==> src/rtl/race_draw_ctrl.sv <==
// race_draw_ctrl
// Pixel-plot controller for a top-down racing screen. A start pulse paints
// the left grass border, the road, the right grass border and then the car,
// one pixel per cycle, row-major within each region. Afterwards the block
// waits for frame ticks; a single left/right request erases the car
// rectangle, moves it by STEP pixels (clamped to the road) and redraws it.
//
// Ports
//   clock, reset        : rising-edge clock, asynchronous active-high reset
//   start               : full redraw request (accepted in IDLE / WAIT_MOVE)
//   frame_tick          : per-frame strobe; steering is sampled only on it
//   move_left/right     : steering requests; exactly one must be set to move
//   straight            : explicit "no lateral move" request
//   plot, x, y, colour  : combinational pixel write port
//   busy                : high while drawing or updating the car position
//   car_x               : registered left column of the car
module race_draw_ctrl #(
    parameter int SCREEN_W = 160,
    parameter int SCREEN_H = 120,
    parameter int GRASS_W  = 30,
    parameter int CAR_W    = 5,
    parameter int CAR_H    = 12,
    parameter int CAR_Y    = 100,
    parameter int STEP     = 4,
    parameter int COLOR_W  = 3,
    parameter logic [COLOR_W-1:0] GRASS_COLOR = 3'b010,
    parameter logic [COLOR_W-1:0] ROAD_COLOR  = 3'b000,
    parameter logic [COLOR_W-1:0] CAR_COLOR   = 3'b100,
    parameter int XW = 8,
    parameter int YW = 7
) (
    input  logic               clock,
    input  logic               reset,
    input  logic               start,
    input  logic               frame_tick,
    input  logic               move_left,
    input  logic               move_right,
    input  logic               straight,
    output logic               plot,
    output logic [XW-1:0]      x,
    output logic [YW-1:0]      y,
    output logic [COLOR_W-1:0] colour,
    output logic               busy,
    output logic [XW-1:0]      car_x
);

    typedef enum logic [2:0] {
        IDLE, BG_LEFT, BG_ROAD, BG_RIGHT, DRAW_CAR, WAIT_MOVE, ERASE_CAR, UPDATE_POS
    } state_t;

    localparam int ROAD_W    = SCREEN_W - 2 * GRASS_W;
    localparam int CENTER_X  = (SCREEN_W - CAR_W) / 2;
    localparam int RIGHT_MAX = SCREEN_W - GRASS_W - CAR_W;

    // One extra bit so that car_x - STEP stays a small negative number
    // instead of wrapping to a large column.
    localparam logic signed [XW:0] STEP_S  = (XW+1)'(STEP);
    localparam logic signed [XW:0] LMIN_S  = (XW+1)'(GRASS_W);
    localparam logic signed [XW:0] RMAX_S  = (XW+1)'(RIGHT_MAX);

    state_t          state, state_next;
    logic [XW-1:0]   cx;
    logic [YW-1:0]   cy;
    logic [XW-1:0]   pending;
    logic [XW-1:0]   cur_w;
    logic [YW-1:0]   cur_h;
    logic            drawing;
    logic            col_last;
    logic            last_px;
    logic            move_req;
    logic signed [XW:0] wide_x, left_raw, left_t, right_raw, right_t, target_w;

    // Region size of the current draw state
    always_comb begin
        cur_w   = '0;
        cur_h   = '0;
        drawing = 1'b0;
        case (state)
            BG_LEFT, BG_RIGHT: begin
                cur_w   = XW'(GRASS_W);
                cur_h   = YW'(SCREEN_H);
                drawing = 1'b1;
            end
            BG_ROAD: begin
                cur_w   = XW'(ROAD_W);
                cur_h   = YW'(SCREEN_H);
                drawing = 1'b1;
            end
            DRAW_CAR, ERASE_CAR: begin
                cur_w   = XW'(CAR_W);
                cur_h   = YW'(CAR_H);
                drawing = 1'b1;
            end
            default: ;
        endcase
    end

    assign col_last = (cx == cur_w - XW'(1));
    assign last_px  = drawing && col_last && (cy == cur_h - YW'(1));

    // Clamped steering target
    always_comb begin
        wide_x    = signed'({1'b0, car_x});
        left_raw  = wide_x - STEP_S;
        left_t    = (left_raw < LMIN_S) ? LMIN_S : left_raw;
        right_raw = wide_x + STEP_S;
        right_t   = (right_raw > RMAX_S) ? RMAX_S : right_raw;
        target_w  = move_left ? left_t : right_t;
    end

    assign move_req = frame_tick && (move_left ^ move_right) && !straight;

    // Next-state logic
    always_comb begin
        state_next = state;
        case (state)
            IDLE:       if (start) state_next = BG_LEFT;
            BG_LEFT:    if (last_px) state_next = BG_ROAD;
            BG_ROAD:    if (last_px) state_next = BG_RIGHT;
            BG_RIGHT:   if (last_px) state_next = DRAW_CAR;
            DRAW_CAR:   if (last_px) state_next = WAIT_MOVE;
            WAIT_MOVE: begin
                if (start)
                    state_next = BG_LEFT;
                else if (move_req && (target_w != wide_x))
                    state_next = ERASE_CAR;
            end
            ERASE_CAR:  if (last_px) state_next = UPDATE_POS;
            UPDATE_POS: state_next = DRAW_CAR;
            default:    state_next = IDLE;
        endcase
    end

    // State register and region scan counters
    always_ff @(posedge clock or posedge reset) begin
        if (reset) begin
            state <= IDLE;
            cx    <= '0;
            cy    <= '0;
        end else begin
            state <= state_next;
            if (state_next != state) begin
                cx <= '0;
                cy <= '0;
            end else if (drawing) begin
                if (col_last) begin
                    cx <= '0;
                    cy <= cy + YW'(1);
                end else begin
                    cx <= cx + XW'(1);
                end
            end
        end
    end

    // Car position; the new column is held in pending until the old
    // rectangle has been erased.
    always_ff @(posedge clock or posedge reset) begin
        if (reset) begin
            car_x   <= XW'(CENTER_X);
            pending <= '0;
        end else begin
            if ((state == IDLE || state == WAIT_MOVE) && start)
                car_x <= XW'(CENTER_X);
            else if (state == UPDATE_POS)
                car_x <= pending;
            if (state == WAIT_MOVE && state_next == ERASE_CAR)
                pending <= target_w[XW-1:0];
        end
    end

    // Pixel port
    always_comb begin
        plot   = 1'b0;
        x      = '0;
        y      = '0;
        colour = '0;
        busy   = !(state == IDLE || state == WAIT_MOVE);
        case (state)
            BG_LEFT: begin
                plot   = 1'b1;
                x      = cx;
                y      = cy;
                colour = GRASS_COLOR;
            end
            BG_ROAD: begin
                plot   = 1'b1;
                x      = XW'(GRASS_W) + cx;
                y      = cy;
                colour = ROAD_COLOR;
            end
            BG_RIGHT: begin
                plot   = 1'b1;
                x      = XW'(SCREEN_W - GRASS_W) + cx;
                y      = cy;
                colour = GRASS_COLOR;
            end
            DRAW_CAR: begin
                plot   = 1'b1;
                x      = car_x + cx;
                y      = YW'(CAR_Y) + cy;
                colour = CAR_COLOR;
            end
            ERASE_CAR: begin
                plot   = 1'b1;
                x      = car_x + cx;
                y      = YW'(CAR_Y) + cy;
                colour = ROAD_COLOR;
            end
            default: ;
        endcase
    end

endmodule

==> config.mk <==
export PLATFORM = sky130hd
export DESIGN_NAME = race_draw_ctrl
export DESIGN_NICKNAME = d
export VERILOG_FILES = /design/src/rtl/race_draw_ctrl.sv
export SDC_FILE = /design/constraint.sdc
export NUM_CORES = 1
export LEC_CHECK = 0
export CAP_MARGIN = 30
export CORE_UTILIZATION = 55
export CTS_CLUSTER_DIAMETER = 120
export DETAILED_ROUTE_END_ITERATION = 10
export PLACE_DENSITY = 0.77
export REMOVE_ABC_BUFFERS = 1
export SETUP_SLACK_MARGIN = 0.1
export SLEW_MARGIN = 40
export SYNTH_ARGS = -nofsm -noshare
export SYNTH_HDL_FRONTEND = slang
export SYNTH_SLANG_ARGS = --single-unit
==> constraint.sdc <==
create_clock -name clock -period 4.85 [get_ports clock]
set_input_delay 0.485 -clock clock [delete_from_list [all_inputs] [get_ports clock]]
set_output_delay 0.485 -clock clock [all_outputs]
set_load 0.02 [all_outputs]
# Yosys cells after proc, flatten, opt, wreduce, memory -nomap -nowiden
# Index checks and enable logic that the tools add are counted.
[totals]
ff_bits = 34
output_inout_bits = 28
in_bits = 7
word_cells = 75
[classes]
addsub = 10
reduce_logical = 19
order_cmp = 2
eq_ne = 12
mux = 26
bitwise_logic = 1
[op_table]
columns = ["cell", "count"]
rows = [
  ["8-bit 2-to-1 mux", 5],
  ["8-bit case mux with 4 select lines", 1],
  ["7-bit case mux with 2 select lines", 2],
  ["9-bit 2-to-1 mux", 3],
  ["3-bit 2-to-1 mux", 8],
  ["3-bit case mux with 8 select lines", 1],
  ["7-bit 2-to-1 mux", 3],
  ["7-bit case mux with 3 select lines", 1],
  ["3-bit == test, second input constant", 5],
  ["8-bit by 3-bit adder with 9-bit output, second input constant", 1],
  ["9-bit by 8-bit greater-than comparator with 1-bit output, second input constant", 1],
  ["9-bit by 6-bit < comparator with 1-bit output, second input constant", 1],
  ["9-bit inequality test", 1],
  ["8-bit by 3-bit subtractor with 9-bit output, second input constant", 1],
  ["5-bit by 8-bit adder with 8-bit output, first input constant", 1],
  ["8-bit by 1-bit adder with 8-bit output, second input constant", 1],
  ["8-bit adder", 1],
  ["8-bit adder, first input constant", 1],
  ["8-bit == test", 1],
  ["8-bit by 1-bit subtractor with 8-bit output, second input constant", 1],
  ["7-bit by 1-bit adder with 7-bit output, second input constant", 1],
  ["7-bit adder, first input constant", 1],
  ["7-bit == test", 1],
  ["1-bit logical AND", 7],
  ["other kinds (15)", 20],
]

# Logic depth before layout (Yosys ltp)
# Gate-level depths: netlist of run 1.
[depth]
depth_word = 12
ltp_mapped = 19
ltp_nobuf = 17

# Worst setup path after synthesis of run 1
# Ideal clock, no wire load.
[synth_path]
path_type = "reg-to-reg"
startpoint = "reg car_x[2]"
endpoint = "reg pending[0]"
setup_slack_ns = 0.467
synth_period_minus_slack_ns = 4.383
required_time_ns = 4.723
stages_incl_launch_ff = 19
path_buffers = 2
setup_time_ns = 0.127
arrival_ns = 4.255
cell_sequence = "dfstp_2 > buf_6 > inv_1 > ha_1 > inv_1 > nand3_1 > o21ai_0 > a21oi_1 > a41oi_1 > nor3_1 > ha_1 > nor2b_4 > a32o_1 > a222oi_1 > or4b_1 > a32oi_2 > a211o_1 > buf_6 > mux2_1"
[synth_via]
elab_chain_len = 11
elab_cells_between_ends = 14
cone_classes = "add/sub (2); order compare (2); eq/ne (2); mux (6); reduce/logical (2)"
[synth_lines]
columns = ["item", "line", "text"]
rows = [
  ["from (decl)", "44", "output logic [XW-1:0] car_x"],
  ["from (signal assigned)", "160", "car_x <= XW'(CENTER_X);"],
  ["from (signal assigned)", "164", "car_x <= XW'(CENTER_X);"],
  ["from (signal assigned)", "166", "car_x <= pending;"],
  ["8-bit by 3-bit adder with 9-bit output or 8-bit by 3-bit subtractor with 9-bit output (tied branches)", "106, 104", ""],
  ["9-bit by 8-bit greater-than comparator with 1-bit output or 9-bit by 6-bit < comparator with 1-bit output (tied branches)", "107, 105", ""],
  ["9-bit 2-to-1 mux (on tied branches)", "107, 105", ""],
  ["9-bit 2-to-1 mux", "108", "target_w = move_left ? left_t : right_t;"],
  ["9-bit inequality test", "125", "else if (move_req && (target_w != wide_x))"],
  ["1-bit logical AND", "125", ""],
  ["3-bit 2-to-1 mux", "125", ""],
  ["3-bit 2-to-1 mux", "123", "if (start)"],
  ["3-bit case mux with 8 select lines", "116", "case (state)"],
  ["3-bit == test", "167", "if (state == WAIT_MOVE && state_next == ERASE_CAR)"],
  ["1-bit logical AND", "167", ""],
  ["to (signal assigned)", "168", "pending <= target_w[XW-1:0];"],
  ["to (decl)", "64", "logic [XW-1:0] pending;"],
]
# Several ways; a longest one is shown, not always the timed one.
# A chain may end at the register's enable or synchronous reset.

# Final worst setup path of run 1
[layout_path]
startpoint = "reg car_x[3]"
endpoint = "reg pending[2]"
# The elaborated chain is that of the path after synthesis.

==> results of run 1 <==
==> path summary, 6_finish.rpt <==
path | end | slack (ps) | depth (start not counted)
worst max-delay path | pending[2] | 230 | 16
worst min-delay path | pending[5] | 520 | 1
worst max register to register | pending[2] | 230 | 16
worst min register to register | pending[5] | 520 | 1
max in group asynchronous | car_x[2] | 3940 | 3
min in group asynchronous | pending[6] | 580 | 3
==> sequential cells by signal, indices dropped and copies added (netlist names) <==
register,count
cy,7
state,3
car_x,8
pending,8
cx,8
==> repair_timing <==
item,CTS,global route
endpoints found under the setup margin,0,23
setup buffers,0,1
gates resized for setup,0,4
==> cell usage after synthesis, types with 8 or more instances <==
| library cell | instances | area (sq um) |
|---|---|---|
| ha_1 | 19 | 238 |
| clkbuf_1 | 16 | 60.1 |
| nand2_1 | 38 | 143 |
| mux2i_1 | 8 | 80.1 |
| inv_1 | 21 | 78.8 |
| xor2_1 | 9 | 78.8 |
| a21o_1 | 8 | 60.1 |
| o21ai_0 | 25 | 125 |
| nand3_1 | 14 | 70.1 |
| nor2_1 | 28 | 105 |
| nor3_2 | 10 | 100 |
| buf_6 | 10 | 113 |
| o22ai_1 | 11 | 68.8 |
| xnor2_1 | 22 | 193 |
| nor3_1 | 11 | 55.1 |
| a21oi_1 | 31 | 155 |
| dfrtp_1 | 30 | 751 |
==> stage by stage <==
stage	cell area, sq um	cells	worst slack, ps
after floorplan	3350	400	275
after global placement	3840	519	287
after detailed placement	3840	519	160
after CTS	3980	527	172
after global routing	4030	528	70.5
final	4030	528	229
==> layout make-up <==
| class | instances | area share, % |
|---|---|---|
| inverter | 25 | 2.39 |
| timing repair buffer | 43 | 10.4 |
| multi-input combinational | 341 | 60.1 |
| tap | 77 | 2.39 |
| clock inverter | 3 | 1.71 |
| sequential | 34 | 21.4 |
| clock buffer | 5 | 1.71 |
==> metal layers <==
metal	vias to the layer above	part of all wire, %
met1	1632	44
li1	1599	-
met5	-	0
met4	0	2.3
met3	23	5.5
met2	127	48
==> power by group through the flow <==
stage          combinational [mW]  sequential [mW]  clock (mW)
2_1_floorplan              0.0278            0.295           0
3_3_place_gp               0.0453            0.296           0
3_5_place_dp               0.0462            0.296           0
4_1_cts                    0.0463            0.291       0.324
5_1_grt                    0.0527            0.291       0.334
6_report                   0.0475            0.291       0.321
==> kinds of logic after synthesis <==
group | after synthesis
mux | 16
buf+inv | 59
other cells | 1
simple gates | 147
xor+xnor | 31
compound gates | 125
fa+ha+maj | 21
flops | 34
==> worst max-delay path, stage by stage, from the launching register on <==
cell,delay (ps)
dfstp_4,730
inv_4,60
ha_1,360
inv_1,100
nand3_1,120
a21oi_1,190
a21oi_1,80
a41oi_1,170
nor3_1,70
ha_1,350
nor2b_4,70
a32o_1,250
a222oi_1,500
or4b_1,540
a32oi_4,310
a211o_4,250
mux2_1,340
==> results.sh, run 1 <==
export IMPL_synth_top_family_by_area="compound AO/OA/AOI/OAI gates"
export IMPL_ant_nets=0
export IMPL_yosys_area_share_adder_pct=7.77
export IMPL_syn_area_per_cell_sq_um=8.24
export IMPL_synth_async_reset_ratio_pct=100
export IMPL_worst_skew_pair_late_latency_ps=290
export IMPL_rows=29
export IMPL_viasPerCell=6.40
export IMPL_cts_buffers=5
export IMPL_multiInputGateArea_sq_um=2420
export IMPL_yosysUniqueCellTypes=72
export IMPL_synth_xor_area_share_pct=7.60
export IMPL_internal_power_mw=0.511
export IMPL_io_pins=35
export IMPL_post_route_period_util_pct=95.3
export IMPL_grt_ovfl_total=0
export IMPL_pwr_share_comb_pct=7.2
export IMPL_layout_commonest_cell="nand2_1"
export IMPL_p_switching_mw=0.148
export IMPL_num_fill_cells=548
export IMPL_period_needed_ps=4620
export IMPL_power_leakage_nw=1.71
export IMPL_finalPower_mw=0.659
export IMPL_ys_warn_count=0
export IMPL_cts_buffer_depth=2
export IMPL_track_usage_pct=29.2
export IMPL_synthMuxAreaShare_pct=4.76
export IMPL_grt_pass1_vias=3050
export IMPL_ys_seq_area_share_pct=23.9
export IMPL_synth_area_sq_um=3570
export IMPL_drv_slew=0
export IMPL_status="completed"
export IMPL_cts_sinks=34
export IMPL_dieArea_sq_um=6830
export IMPL_clock_power_share_pct=48.7
export IMPL_gp_congestion=0.927
export IMPL_cp_arrival_ps=4800
export IMPL_seq_area_sq_um=860
export IMPL_diodes=0
export IMPL_cp_required_ps=5030
export IMPL_critPathLaunchType="flip-flop"
export IMPL_grt_met2_usage_pct=49.3
export IMPL_final_nets=478
export IMPL_die_w_um=82.6
export IMPL_rsz0062_at_grt="false"
export IMPL_drt_first_pass_iters=6
export IMPL_drc=0
export IMPL_syn_inst=434
export IMPL_path_max_fanout=15
export IMPL_peakVddDrop_mv=0.144
export IMPL_synth_compound_area_share_pct=24.0
export IMPL_timing_rr_start="car_x[3]"
export IMPL_switching_share_pct=22.4
export IMPL_final_util_pct=63.8
export IMPL_min_path_type="flip-flop to flip-flop"
export IMPL_clock_root_buffer="clkbuf_8"
export IMPL_synth_seq_cells=34
export IMPL_setup_violations=0
export IMPL_hold_ws_ps=524
export IMPL_cts_tree="built"
export IMPL_area_delta_synth_final_pct=12.6
export IMPL_synth_edff_count=0
export IMPL_path_clk_slew_ps=80
export IMPL_start_util_pct=56.6
export IMPL_p_seq_share_pct=44.1
export IMPL_grt_use_met1_pct=38.1
export IMPL_synthFlopType="dfrtp_1"
export IMPL_grt_max_degree=37
export IMPL_tightestPinTransition_ps=795
export IMPL_final_cell_mix="nand2_1, clkdlybuf4s50_1, a21oi_1, dfrtp_1, nor2_1"
export IMPL_drive_gt1_share_pct=9.98
export IMPL_routedWlPerCell_um=17.3
export IMPL_ctsHoldBuffers=0
export IMPL_cp_startpoint="car_x[3]"
export IMPL_num_vias=3381
export IMPL_final_hold_viol_count=0
export IMPL_place_hpwl_mm=6.35
export IMPL_worstSetupPathType="flip-flop to flip-flop"
export IMPL_p_per_area_nw_per_um2=164
export IMPL_grt_pass1_wl_mm=15.0
export IMPL_setup_tns_ps=0
export IMPL_maxSlewHeadroom_pct=46.9
export IMPL_drtIter0Drc=258
export IMPL_yosys_area_share_simple_pct=22.9
export IMPL_max_freq_mhz=216
export IMPL_drv_cap=0
export IMPL_grt_antenna_before_repair=0
export IMPL_busiest_layer="met2"
export IMPL_portBuffers=33
export IMPL_chipHeight_um=82.6
export IMPL_core_sq_um=6310
export IMPL_wl_mm=9.13
export IMPL_cp_end_kind="flip-flop"
export IMPL_use_met3_pct=3.63
export IMPL_min_from="pending[5]"
export IMPL_htreeDepth=2
export IMPL_skew_ps=6.01
(Power assumes the default switching activity.)
==> inputs of run 2 (changes only) <==
- CORE_UTILIZATION: 55 -> 50
- PLACE_DENSITY: 0.77 -> 0.71
==> run 2 against run 1 <==
Effect of this change: sequential power about the same; combinational power is 1% lower; global-route usage shrank 3.5 points; sequential share of layout area is 0.067 points higher; cell count increased by 3.8%; largest power group is now sequential cells.
==> results.sh, run 2 (synthesis results as in run 1) <==
export IMPL_status="completed"
export IMPL_rsz0062_at_grt="false"
export IMPL_tightestPinTransition_ps=805
export IMPL_chipHeight_um=86.6
export IMPL_grt_antenna_before_repair=0
export IMPL_final_nets=479
export IMPL_start_util_pct=52.3
export IMPL_min_path_type="flip-flop to flip-flop"
export IMPL_critPathLaunchType="flip-flop"
export IMPL_largest_registers="car_x x8, cx x8, pending x8"
export IMPL_diodes=0
export IMPL_drc=0
export IMPL_min_path_cells=1
export IMPL_grt_ovfl_total=0
export IMPL_htreeDepth=2
export IMPL_area_delta_synth_final_pct=11.8
export IMPL_cp_end_kind="flip-flop"
export IMPL_drv_slew=0
export IMPL_track_usage_pct=25.7
export IMPL_final_util_pct=58.5
export IMPL_final_hold_viol_count=0
export IMPL_drive_gt1_share_pct=9.96
export IMPL_internal_power_mw=0.420
export IMPL_pwr_share_comb_pct=8.4
export IMPL_slowest_delay_ps=680
export IMPL_maxSlewHeadroom_pct=46.2
export IMPL_skew_ps=4.94
export IMPL_cp_arrival_ps=4660
export IMPL_routedWlPerCell_um=16.6
export IMPL_critical_path_slowest_cell="dfstp_2"
export IMPL_post_route_period_util_pct=92.5
export IMPL_layout_commonest_cell="nand2_1"
export IMPL_place_hpwl_mm=6.45
export IMPL_switching_share_pct=24.9
export IMPL_cts_buffers=5
export IMPL_wl_mm=9.07
export IMPL_worst_skew_pair_late_latency_ps=290
export IMPL_dieArea_sq_um=7490
export IMPL_p_per_area_nw_per_um2=140
export IMPL_power_leakage_nw=1.69
export IMPL_max_freq_mhz=223
export IMPL_cts_buffer_depth=2
export IMPL_viasPerCell=6.10
export IMPL_clock_power_share_pct=39.6
export IMPL_rows=30
export IMPL_ctsHoldBuffers=0
export IMPL_grt_max_degree=37
export IMPL_cp_required_ps=5020
export IMPL_setup_violations=0
export IMPL_gp_congestion=0.904
export IMPL_setup_tns_ps=0
export IMPL_num_vias=3342
export IMPL_multiInputGateArea_sq_um=2410
export IMPL_seq_area_sq_um=856
export IMPL_drv_cap=0
export IMPL_grt_pass1_wl_mm=15.3
export IMPL_peakVddDrop_mv=0.106
export IMPL_path_max_fanout=13
export IMPL_io_pins=35
export IMPL_cts_sinks=34
export IMPL_die_w_um=86.6
export IMPL_cts_tree="built"
export IMPL_portBuffers=33
export IMPL_drt_first_pass_iters=5
export IMPL_worstRegToRegCells=16
export IMPL_grt_pass1_vias=3134
export IMPL_crit_chain="inv_1 -> ha_1 -> inv_1 -> nand3_1 -> a21oi_1 -> a21oi_1 -> a41oi_1 -> nor3_1 -> ha_1 -> nor2b_4 -> a32o_1 -> a222oi_1 -> or4b_1 -> a32oi_2 -> a211o_4 -> mux2_1"
export IMPL_core_sq_um=6830
export IMPL_clock_root_buffer="clkbuf_8"
export IMPL_period_needed_ps=4490
export IMPL_final_cell_mix="nand2_1, clkdlybuf4s50_1, a21oi_1, dfrtp_1, nor2_1"
export IMPL_path_clk_slew_ps=70
export IMPL_worstSetupPathType="flip-flop to flip-flop"
export IMPL_ant_nets=0
export IMPL_p_seq_share_pct=52.0
export IMPL_num_fill_cells=635
export IMPL_p_switching_mw=0.139
export IMPL_drtIter0Drc=270
-- run 2: cell type report --
class / count / share of cell area (%)
clock buffers: 7 / 2.16
multi-input cells: 341 / 60.2
inverters: 25 / 2.41
well taps: 96 / 3.01
flip-flops and latches: 34 / 21.4
repair buffers: 44 / 10.6
clock inverters: 1 / 0.125
-- run 2: path summary, 6_finish.rpt --
check	slack, ps	from	to
setup / recovery	360	car_x[2]	pending[4]
hold / removal	510	pending[7]	pending[7]
setup reg to reg	360	car_x[2]	pending[4]
hold reg to reg	510	pending[7]	pending[7]
max in group asynchronous	3910	reset	car_x[2]
min in group asynchronous	590	reset	pending[2]
-- run 2: power by group through the flow --
stage | Clock (mW) | Combinational (mW) | Sequential, mW
after floorplan | 0 | 0.0278 | 0.295
after global placement | 0 | 0.0457 | 0.296
after CTS | 0.225 | 0.0462 | 0.291
after detailed placement | 0 | 0.0460 | 0.296
after global routing | 0.236 | 0.0524 | 0.291
final | 0.222 | 0.0470 | 0.291
-- run 2: layer usage --
layer  GRT usage [%]  share of wire [%]
met1            35.1                 45
met4            9.55                1.6
met5               0                  0
met2            41.1                 47
met3            4.29                5.6
-- run 2: through the flow --
stage / instance area [sq um] / total power [mW] / cells / hold WS (ps) / setup WS, ps
after floorplan: 3350 / 0.323 / 400 / 464 / 275
after global placement: 3870 / 0.342 / 538 / 493 / 349
after detailed placement: 3870 / 0.342 / 538 / 497 / 196
after CTS: 3960 / 0.562 / 546 / 514 / 186
after global routing: 4000 / 0.580 / 548 / 532 / 102
final: 4000 / 0.560 / 548 / 514 / 362
-- run 2: timing repair --
item / 4_1_cts / 5_1_grt
buffers inserted: 0 / 2
gates resized for setup: 0 / 2
setup endpoints to repair: 0 / 23
-- run 2: worst max-delay path: cells and delay by family (launching register included) --
family	cells	cell delay, ps
compound gates	7	1700
buf+inv	2	190
mux	1	330
flops	1	680
fa+ha+maj	2	720
simple gates	4	750
